==> config.mk <==
export PLATFORM = sky130hd
export DESIGN_NAME = bus_cycle_sequencer_flat
export DESIGN_NICKNAME = d
export VERILOG_FILES = /design/src/rtl/bus_pkg.sv /design/src/rtl/bus_cycle_sequencer_if.sv /design/src/rtl/bus_cycle_sequencer_strobe_counter.sv /design/src/rtl/bus_cycle_sequencer.sv /design/src/flat_wrapper.sv
export SDC_FILE = /design/constraint.sdc
export NUM_CORES = 1
export LEC_CHECK = 0
export ABC_AREA = 1
export BUFFER_PORTS_ARGS = -buffer_cell sky130_fd_sc_hd__buf_4
export CORE_MARGIN = 2
export CORE_UTILIZATION = 52
export CTS_CLUSTER_DIAMETER = 40
export DETAILED_ROUTE_END_ITERATION = 10
export GPL_TIMING_DRIVEN = 0
export PLACE_DENSITY = 0.88
export RECOVER_POWER = 100
export SYNTH_ARGS = -nofsm -noshare
export SYNTH_HDL_FRONTEND = slang
export SYNTH_HIERARCHICAL = 1
export SYNTH_SLANG_ARGS = --single-unit
==> constraint.sdc <==
create_clock -name clk -period 4.3 [get_ports clk]
set_clock_uncertainty 0.05 [all_clocks]
set_input_delay 0 -clock clk [delete_from_list [all_inputs] [get_ports clk]]
set_output_delay 0 -clock clk [all_outputs]
set_load 0.05 [all_outputs]
==> src/rtl/bus_pkg.sv <==
// Shared types and constants for the bus cycle sequencer: FSM states,
// latched cycle controls, mirroring and I/O select helpers.
package bus_pkg;

  typedef enum logic [2:0] {
    IDLE   = 3'd0,
    SETUP  = 3'd1,
    ACCESS = 3'd2,
    HOLD   = 3'd3,
    DONE   = 3'd4
  } seq_state_t;

  localparam logic [16:0] MIRROR_MASK_DEFAULT = 17'h1F3FF;
  localparam logic [7:0]  UNMAPPED_READ_VALUE = 8'hFF;

  typedef struct packed {
    logic rw;
    logic ram_en;
    logic io_en;
    logic readonly;
  } cycle_ctl_t;

  function automatic logic [16:0] apply_mirror(input logic [16:0] addr,
                                               input logic        mirrored,
                                               input logic [16:0] mask);
    logic [16:0] result;
    if (mirrored) begin
      result = addr & mask;
    end else begin
      result = addr;
    end
    return result;
  endfunction

  // Returns {crtc, via, pia2, pia1}; a violated one-hot resolves to the highest priority chip.
  function automatic logic [3:0] select_io(input logic io_en,
                                           input logic pia1,
                                           input logic pia2,
                                           input logic via,
                                           input logic crtc);
    logic [3:0] sel;
    if (!io_en) begin
      sel = 4'b0000;
    end else if (pia1) begin
      sel = 4'b0001;
    end else if (pia2) begin
      sel = 4'b0010;
    end else if (via) begin
      sel = 4'b0100;
    end else if (crtc) begin
      sel = 4'b1000;
    end else begin
      sel = 4'b0000;
    end
    return sel;
  endfunction

endpackage

==> src/rtl/bus_cycle_sequencer_if.sv <==
// Bus-side signal bundle between the decoder/timing logic (master) and the
// cycle sequencer (slave), including SRAM and I/O chip strobes.
interface bus_cycle_sequencer_if;
  logic        cycle_start;
  logic [16:0] addr;
  logic        rw;
  logic        ram_enable;
  logic        io_enable;
  logic        pia1_enable;
  logic        pia2_enable;
  logic        via_enable;
  logic        crtc_enable;
  logic        is_mirrored;
  logic        is_readonly;
  logic [7:0]  ram_data_in;
  logic [7:0]  io_data_in;
  logic [16:0] ram_addr;
  logic        ram_ce_n;
  logic        ram_oe_n;
  logic        ram_we_n;
  logic        pia1_cs;
  logic        pia2_cs;
  logic        via_cs;
  logic        crtc_cs;
  logic        io_strobe;
  logic [7:0]  rd_data;
  logic        busy;
  logic        done;
  logic        write_blocked;
  logic        overrun;

  modport master (
    output cycle_start, addr, rw, ram_enable, io_enable, pia1_enable, pia2_enable,
           via_enable, crtc_enable, is_mirrored, is_readonly, ram_data_in, io_data_in,
    input  ram_addr, ram_ce_n, ram_oe_n, ram_we_n, pia1_cs, pia2_cs, via_cs, crtc_cs,
           io_strobe, rd_data, busy, done, write_blocked, overrun
  );

  modport slave (
    input  cycle_start, addr, rw, ram_enable, io_enable, pia1_enable, pia2_enable,
           via_enable, crtc_enable, is_mirrored, is_readonly, ram_data_in, io_data_in,
    output ram_addr, ram_ce_n, ram_oe_n, ram_we_n, pia1_cs, pia2_cs, via_cs, crtc_cs,
           io_strobe, rd_data, busy, done, write_blocked, overrun
  );
endinterface

==> src/rtl/bus_cycle_sequencer_strobe_counter.sv <==
// 4-bit loadable down-counter timing the ACCESS and HOLD phases; tc flags
// the last clock of the loaded interval.
module strobe_counter (
  input  logic       clk,
  input  logic       reset,
  input  logic       load,
  input  logic [3:0] load_value,
  input  logic       dec,
  output logic       tc
);
  logic [3:0] count_r;

  // Load has priority over decrement; the count parks at zero.
  always_ff @(posedge clk) begin
    if (reset) begin
      count_r <= 4'd0;
    end else if (load) begin
      count_r <= load_value;
    end else if (dec && (count_r != 4'd0)) begin
      count_r <= count_r - 4'd1;
    end else begin
      count_r <= count_r;
    end
  end

  assign tc = (count_r == 4'd1);
endmodule

==> src/rtl/bus_cycle_sequencer.sv <==
// Per-bus-cycle sequencer: latches address and decoder outputs on cycle_start,
// then drives timed SRAM or I/O strobes and returns registered read data.
module bus_cycle_sequencer
  import bus_pkg::*;
#(
  parameter int          RAM_CYCLES  = 2,
  parameter int          IO_CYCLES   = 4,
  parameter int          HOLD_CYCLES = 1,
  parameter logic [16:0] MIRROR_MASK = MIRROR_MASK_DEFAULT
) (
  input  logic                  clk,
  input  logic                  reset,
  bus_cycle_sequencer_if.slave  bus
);
  localparam logic HOLD_EN = (HOLD_CYCLES > 0);

  seq_state_t  state_r;
  cycle_ctl_t  ctl_r;
  logic [16:0] ram_addr_r;
  logic        ram_ce_n_r;
  logic        ram_oe_n_r;
  logic        ram_we_n_r;
  logic [3:0]  cs_r;
  logic        io_strobe_r;
  logic [7:0]  rd_data_r;
  logic        busy_r;
  logic        done_r;
  logic        write_blocked_r;
  logic        overrun_r;
  logic        cnt_load_s;
  logic [3:0]  cnt_value_s;
  logic        cnt_dec_s;
  logic        cnt_tc_s;

  // Counter load: access length on leaving SETUP, hold length on leaving ACCESS.
  always_comb begin
    cnt_load_s  = 1'b0;
    cnt_value_s = 4'd0;
    case (state_r)
      SETUP: begin
        cnt_load_s = 1'b1;
        if (ctl_r.io_en) begin
          cnt_value_s = 4'(IO_CYCLES);
        end else begin
          cnt_value_s = 4'(RAM_CYCLES);
        end
      end
      ACCESS: begin
        if (cnt_tc_s && HOLD_EN) begin
          cnt_load_s  = 1'b1;
          cnt_value_s = 4'(HOLD_CYCLES);
        end else begin
          cnt_load_s  = 1'b0;
        end
      end
      default: begin
        cnt_load_s  = 1'b0;
      end
    endcase
  end

  assign cnt_dec_s = (state_r == ACCESS) || (state_r == HOLD);

  strobe_counter u_counter (
    .clk        (clk),
    .reset      (reset),
    .load       (cnt_load_s),
    .load_value (cnt_value_s),
    .dec        (cnt_dec_s),
    .tc         (cnt_tc_s)
  );

  // Sequencer FSM; outputs are registered with the value for the state being entered.
  always_ff @(posedge clk) begin
    if (reset) begin
      state_r         <= IDLE;
      ctl_r           <= '0;
      ram_addr_r      <= 17'd0;
      ram_ce_n_r      <= 1'b1;
      ram_oe_n_r      <= 1'b1;
      ram_we_n_r      <= 1'b1;
      cs_r            <= 4'b0000;
      io_strobe_r     <= 1'b0;
      rd_data_r       <= UNMAPPED_READ_VALUE;
      busy_r          <= 1'b0;
      done_r          <= 1'b0;
      write_blocked_r <= 1'b0;
      overrun_r       <= 1'b0;
    end else begin
      overrun_r <= (state_r != IDLE) && bus.cycle_start;
      case (state_r)
        IDLE: begin
          done_r          <= 1'b0;
          write_blocked_r <= 1'b0;
          if (bus.cycle_start) begin
            ctl_r.rw       <= bus.rw;
            ctl_r.ram_en   <= bus.ram_enable;
            ctl_r.io_en    <= bus.io_enable;
            ctl_r.readonly <= bus.is_readonly;
            ram_addr_r     <= apply_mirror(bus.addr, bus.is_mirrored, MIRROR_MASK);
            ram_ce_n_r     <= ~bus.ram_enable;
            cs_r           <= select_io(bus.io_enable, bus.pia1_enable, bus.pia2_enable,
                                        bus.via_enable, bus.crtc_enable);
            busy_r         <= 1'b1;
            state_r        <= SETUP;
          end else begin
            state_r        <= IDLE;
          end
        end
        SETUP: begin
          if (ctl_r.ram_en) begin
            if (ctl_r.rw) begin
              ram_oe_n_r      <= 1'b0;
            end else if (ctl_r.readonly) begin
              write_blocked_r <= 1'b1;
            end else begin
              ram_we_n_r      <= 1'b0;
            end
          end else begin
            ram_oe_n_r <= 1'b1;
          end
          io_strobe_r <= ctl_r.io_en;
          state_r     <= ACCESS;
        end
        ACCESS: begin
          write_blocked_r <= 1'b0;
          if (cnt_tc_s) begin
            ram_oe_n_r  <= 1'b1;
            ram_we_n_r  <= 1'b1;
            io_strobe_r <= 1'b0;
            if (ctl_r.rw) begin
              if (ctl_r.ram_en) begin
                rd_data_r <= bus.ram_data_in;
              end else if (ctl_r.io_en) begin
                rd_data_r <= bus.io_data_in;
              end else begin
                rd_data_r <= UNMAPPED_READ_VALUE;
              end
            end else begin
              rd_data_r <= rd_data_r;
            end
            if (HOLD_EN) begin
              state_r <= HOLD;
            end else begin
              ram_ce_n_r <= 1'b1;
              cs_r       <= 4'b0000;
              done_r     <= 1'b1;
              busy_r     <= 1'b0;
              state_r    <= DONE;
            end
          end else begin
            state_r <= ACCESS;
          end
        end
        HOLD: begin
          if (cnt_tc_s) begin
            ram_ce_n_r <= 1'b1;
            cs_r       <= 4'b0000;
            done_r     <= 1'b1;
            busy_r     <= 1'b0;
            state_r    <= DONE;
          end else begin
            state_r    <= HOLD;
          end
        end
        DONE: begin
          done_r  <= 1'b0;
          state_r <= IDLE;
        end
        default: begin
          state_r <= IDLE;
        end
      endcase
    end
  end

  assign bus.ram_addr      = ram_addr_r;
  assign bus.ram_ce_n      = ram_ce_n_r;
  assign bus.ram_oe_n      = ram_oe_n_r;
  assign bus.ram_we_n      = ram_we_n_r;
  assign bus.pia1_cs       = cs_r[0];
  assign bus.pia2_cs       = cs_r[1];
  assign bus.via_cs        = cs_r[2];
  assign bus.crtc_cs       = cs_r[3];
  assign bus.io_strobe     = io_strobe_r;
  assign bus.rd_data       = rd_data_r;
  assign bus.busy          = busy_r;
  assign bus.done          = done_r;
  assign bus.write_blocked = write_blocked_r;
  assign bus.overrun       = overrun_r;
endmodule

==> src/flat_wrapper.sv <==
// flat-port wrapper written by rule: the top's interface ports become plain ports
module bus_cycle_sequencer_flat import bus_pkg::*;
#(
  parameter int          RAM_CYCLES  = 2,
  parameter int          IO_CYCLES   = 4,
  parameter int          HOLD_CYCLES = 1,
  parameter logic [16:0] MIRROR_MASK = MIRROR_MASK_DEFAULT
)
  (clk, reset, bus_cycle_start, bus_addr, bus_rw, bus_ram_enable, bus_io_enable, bus_pia1_enable, bus_pia2_enable, bus_via_enable, bus_crtc_enable, bus_is_mirrored, bus_is_readonly, bus_ram_data_in, bus_io_data_in, bus_ram_addr, bus_ram_ce_n, bus_ram_oe_n, bus_ram_we_n, bus_pia1_cs, bus_pia2_cs, bus_via_cs, bus_crtc_cs, bus_io_strobe, bus_rd_data, bus_busy, bus_done, bus_write_blocked, bus_overrun);
  bus_cycle_sequencer_if bus_i ();
  input  logic clk;
  input  logic reset;
  input wire logic [$bits(bus_i.cycle_start)-1:0] bus_cycle_start;
  input wire logic [$bits(bus_i.addr)-1:0] bus_addr;
  input wire logic [$bits(bus_i.rw)-1:0] bus_rw;
  input wire logic [$bits(bus_i.ram_enable)-1:0] bus_ram_enable;
  input wire logic [$bits(bus_i.io_enable)-1:0] bus_io_enable;
  input wire logic [$bits(bus_i.pia1_enable)-1:0] bus_pia1_enable;
  input wire logic [$bits(bus_i.pia2_enable)-1:0] bus_pia2_enable;
  input wire logic [$bits(bus_i.via_enable)-1:0] bus_via_enable;
  input wire logic [$bits(bus_i.crtc_enable)-1:0] bus_crtc_enable;
  input wire logic [$bits(bus_i.is_mirrored)-1:0] bus_is_mirrored;
  input wire logic [$bits(bus_i.is_readonly)-1:0] bus_is_readonly;
  input wire logic [$bits(bus_i.ram_data_in)-1:0] bus_ram_data_in;
  input wire logic [$bits(bus_i.io_data_in)-1:0] bus_io_data_in;
  output wire logic [$bits(bus_i.ram_addr)-1:0] bus_ram_addr;
  output wire logic [$bits(bus_i.ram_ce_n)-1:0] bus_ram_ce_n;
  output wire logic [$bits(bus_i.ram_oe_n)-1:0] bus_ram_oe_n;
  output wire logic [$bits(bus_i.ram_we_n)-1:0] bus_ram_we_n;
  output wire logic [$bits(bus_i.pia1_cs)-1:0] bus_pia1_cs;
  output wire logic [$bits(bus_i.pia2_cs)-1:0] bus_pia2_cs;
  output wire logic [$bits(bus_i.via_cs)-1:0] bus_via_cs;
  output wire logic [$bits(bus_i.crtc_cs)-1:0] bus_crtc_cs;
  output wire logic [$bits(bus_i.io_strobe)-1:0] bus_io_strobe;
  output wire logic [$bits(bus_i.rd_data)-1:0] bus_rd_data;
  output wire logic [$bits(bus_i.busy)-1:0] bus_busy;
  output wire logic [$bits(bus_i.done)-1:0] bus_done;
  output wire logic [$bits(bus_i.write_blocked)-1:0] bus_write_blocked;
  output wire logic [$bits(bus_i.overrun)-1:0] bus_overrun;
  assign bus_i.cycle_start = bus_cycle_start;
  assign bus_i.addr = bus_addr;
  assign bus_i.rw = bus_rw;
  assign bus_i.ram_enable = bus_ram_enable;
  assign bus_i.io_enable = bus_io_enable;
  assign bus_i.pia1_enable = bus_pia1_enable;
  assign bus_i.pia2_enable = bus_pia2_enable;
  assign bus_i.via_enable = bus_via_enable;
  assign bus_i.crtc_enable = bus_crtc_enable;
  assign bus_i.is_mirrored = bus_is_mirrored;
  assign bus_i.is_readonly = bus_is_readonly;
  assign bus_i.ram_data_in = bus_ram_data_in;
  assign bus_i.io_data_in = bus_io_data_in;
  assign bus_ram_addr = bus_i.ram_addr;
  assign bus_ram_ce_n = bus_i.ram_ce_n;
  assign bus_ram_oe_n = bus_i.ram_oe_n;
  assign bus_ram_we_n = bus_i.ram_we_n;
  assign bus_pia1_cs = bus_i.pia1_cs;
  assign bus_pia2_cs = bus_i.pia2_cs;
  assign bus_via_cs = bus_i.via_cs;
  assign bus_crtc_cs = bus_i.crtc_cs;
  assign bus_io_strobe = bus_i.io_strobe;
  assign bus_rd_data = bus_i.rd_data;
  assign bus_busy = bus_i.busy;
  assign bus_done = bus_i.done;
  assign bus_write_blocked = bus_i.write_blocked;
  assign bus_overrun = bus_i.overrun;
  bus_cycle_sequencer #(.RAM_CYCLES(RAM_CYCLES), .IO_CYCLES(IO_CYCLES), .HOLD_CYCLES(HOLD_CYCLES), .MIRROR_MASK(MIRROR_MASK)) u_core (.clk(clk), .reset(reset), .bus(bus_i));
endmodule
==> out/metrics.cfg <==
[setup_path]
worstPathCellList = inv_1 > ha_1 > nor3b_1 > nand4_1 > nor2_1 > inv_1 > nand2_1 > nand3_1
reg2reg_from = u_core/u_counter/count_r[1]
crit_required_ns = 4.44
critical_path_buf_inv_count = 2
critPathLaunchType = flip-flop
crit_path_end_kind = flip-flop
worstSetupPathType = reg -> reg
crit_start = u_core/u_counter/count_r[1]
critPathTopFamily = simple AND/OR/NAND/NOR gates
rr_worst_depth = 8
r2r_setup_slack_ns = 1.72
critPathArrivalTime_ns = 2.72
cp_max_fo = 9
worstReg2RegEnd = u_core/bus.rd_data[1]
cp_slowest_stage_delay_ns = 0.59
crit_path_top_delay_cell = nor2_1
cp_common_cell = inv_1

[pwr]
p_leak_nw = 1.37
p_comb_share_pct = 29.2
pwr-share-clk_pct = 29.2
swShare_pct = 34.3
power_switching_mw = 0.417
total_power_mw = 1.22
ir_drop_mv = 0.280
intPower_mw = 0.798
p_per_area_mw_per_mm2 = 388
pwr-share-seq_pct = 41.6

[placed_design]
gp_congestion = 0.764
place_inst = 417
hpwlAfterDp_um = 3810
placed_area_mm2 = 0.00279
preCtsSetupSlack_ns = 2.09
port_buffers = 81

[logic_synthesis]
ys_async_sr_fraction_pct = 0
synth_cell_types = 29
synthFlopType = dfxtp_1
ys_warn_count = 6
syn_nets = 333
ys_ff_latch = 48
synth_area_mm2 = 0.00211
syn_inst = 286
synth.avg_cell_area_um2 = 7.39
synth_edf_count = 0
yosys.area.top_type_share_pct = 45.4
synth_top_area_cell = dfxtp_1
yosys-top-cells-area = dfxtp_1 (45%), nand2_1 (16%), a21oi_1 (7.3%)
seq_area_frac_synth_pct = 45.4

[die]
initial_core_util_pct = 53.6
die_x_um = 67.8
die_h_um = 67.8
die_area_mm2 = 0.00459
design.core.area_mm2 = 0.00394
core.rowCount = 23
io_pins = 82

[clock_network]
cts.sinks = 48
clkTransAtPathRegs_ns = 0.09
postCtsSetupRepairBufs = 0
cts_tree = yes
clockBufferDepth = 2
clk_latency_ns = 0.32
cts_root_buf = clkbuf_8
h-tree-depth = 2
cts_buffers = 5

[timing]
slew_headroom_pct = 54.7
setup_viol = 0
post-route-period-util_pct = 59.9
worst_pin_slew_ns = 0.682
hold_ws_ns = 0.0900
fin_crit_ns = 2.58
tns_ns = 0
slew_violations = 0
rsz0062_at_grt = false
fmax_ghz = 0.388
hold_viol_final = 0
fin_ws_ns = 1.72

[hold_path]
hp-start = bus_io_enable
worstHoldPathType = in -> reg
hold_depth = 5
hold-path-endpoint = u_core/cs_r[0]

[cells_and_area]
fin_nets = 466
area_delta_synth_final_pct = 48.2
diodes = 0
layout_common_cells = nand2_1 (91), dfxtp_1 (48), dlygate4sd3_1 (45), buf_4 (45), clkbuf_1 (45)
stdcell_area_mm2 = 0.00313
layout_commonest_cell = nand2_1
stdcell_count = 470
drive_gt1_share_pct = 14.8
final_core_util_pct = 79.5

[routing]
route.detailed.drc = 0
routed_wl_um = 7920
drt_iter0_drc = 232
dr_total_vias = 2640
vias_per_cell = 5.62
ant_nets = 0
avgRoutedWirePerCell_um = 16.8
first_pass_iters = 6

[flow_run]
cap_violations = 0

[global_routing]
grt_max_degree = 16
grt_usage_pct = 35.9
grt_pass1_wl_um = 12000
grt_pass1_vias = 2479
grt-ovfl-total = 0
antenna_found_initial = 0

[outcome]
status = complete, no violations

-- area by class of cell --
| cell class | instances | area (um2) |
|---|---|---|
| inverter | 26 | 97.6 |
| clock inverter | 2 | 38.8 |
| timing repair buffer | 126 | 916 |
| buffer | 11 | 51.3 |
| tap | 50 | 62.6 |
| clock buffer | 6 | 82.6 |
| sequential | 48 | 961 |
| multi-input combinational | 201 | 925 |
| fill | 262 | 808 |
-- power by group through the flow --
| stage | Clock [mW] | Sequential, mW | Combinational [mW] |
|---|---|---|---|
| after floorplan | 0 | 0.576 | 0.160 |
| after CTS | 0.356 | 0.505 | 0.365 |
| after global routing | 0.374 | 0.508 | 0.380 |
| final | 0.356 | 0.505 | 0.355 |
| after detailed placement | 0 | 0.514 | 0.321 |
| after global placement | 0 | 0.513 | 0.314 |
-- flip-flops by register name (all words and copies together) (netlist names) --
| register | count |
|---|---|
| u_core/bus.ram_addr | 17 |
| u_core/bus.rd_data | 8 |
| u_core/cs_r | 4 |
| u_core/ctl_r | 4 |
| u_core/u_counter/count_r | 4 |
| u_core/state_r | 3 |
| u_core/bus.busy | 1 |
| u_core/bus.done | 1 |
| u_core/bus.io_strobe | 1 |
| u_core/bus.overrun | 1 |
| u_core/bus.ram_ce_n | 1 |
| u_core/bus.ram_oe_n | 1 |
| u_core/bus.ram_we_n | 1 |
| u_core/bus.write_blocked | 1 |
-- cell families (layout without fill, tap and decap cells) --
logic type                 after synthesis  after routing  synth area share [%]
and+or+nand+nor                        143            143                  31.6
AOI/OAI and AO/OA                       53             53                  12.8
DFF                                     48             48                  45.4
buffers and inverters                   37            171                  7.93
adders and majority gates                2              2                  1.18
xor gates and xnor gates                 2              2                 0.829
other                                    1              1                 0.177
-- per-layer routing --
layer / GRT usage (%) / share of wire (%)
met5: 0 / 0
met4: 22.0 / 5.5
met3: 10.2 / 9.0
met2: 61.2 / 50
met1: 39.2 / 36
-- tightest hold or removal path: cells and delay by family --
| kind | cells | cell delay, ns |
|---|---|---|
| buffers and inverters | 2 | 0.20 |
| AOI/OAI and AO/OA | 1 | 0.07 |
| and+or+nand+nor | 2 | 0.13 |
-- synthesized netlist by cell type (3+ instances only) --
cell	n
nor2_1	15
dfxtp_1	48
a21oi_1	31
nand2_1	89
inv_2	6
o21ai_0	18
nand3_1	25
buf_4	3
clkbuf_1	4
inv_1	20
-- worst max-delay path by stage --
stage                                             end  slack (ns)  depth (start not counted)
after detailed placement  u_core/u_counter/count_r[3]        2.09                          9
final                           u_core/bus.rd_data[1]        1.72                          8
after CTS                 u_core/u_counter/count_r[3]        2.06                          9
after global placement    u_core/u_counter/count_r[3]        2.17                          9
after floorplan           u_core/u_counter/count_r[3]        2.38                          9
after global routing            u_core/bus.rd_data[0]        1.47                          8
-- timing repair --
action	CTS	global route
resized for setup	0	0
endpoints found under the hold margin	38	0
hold buffers	45	0
Power figures use the tool's default switching activity.
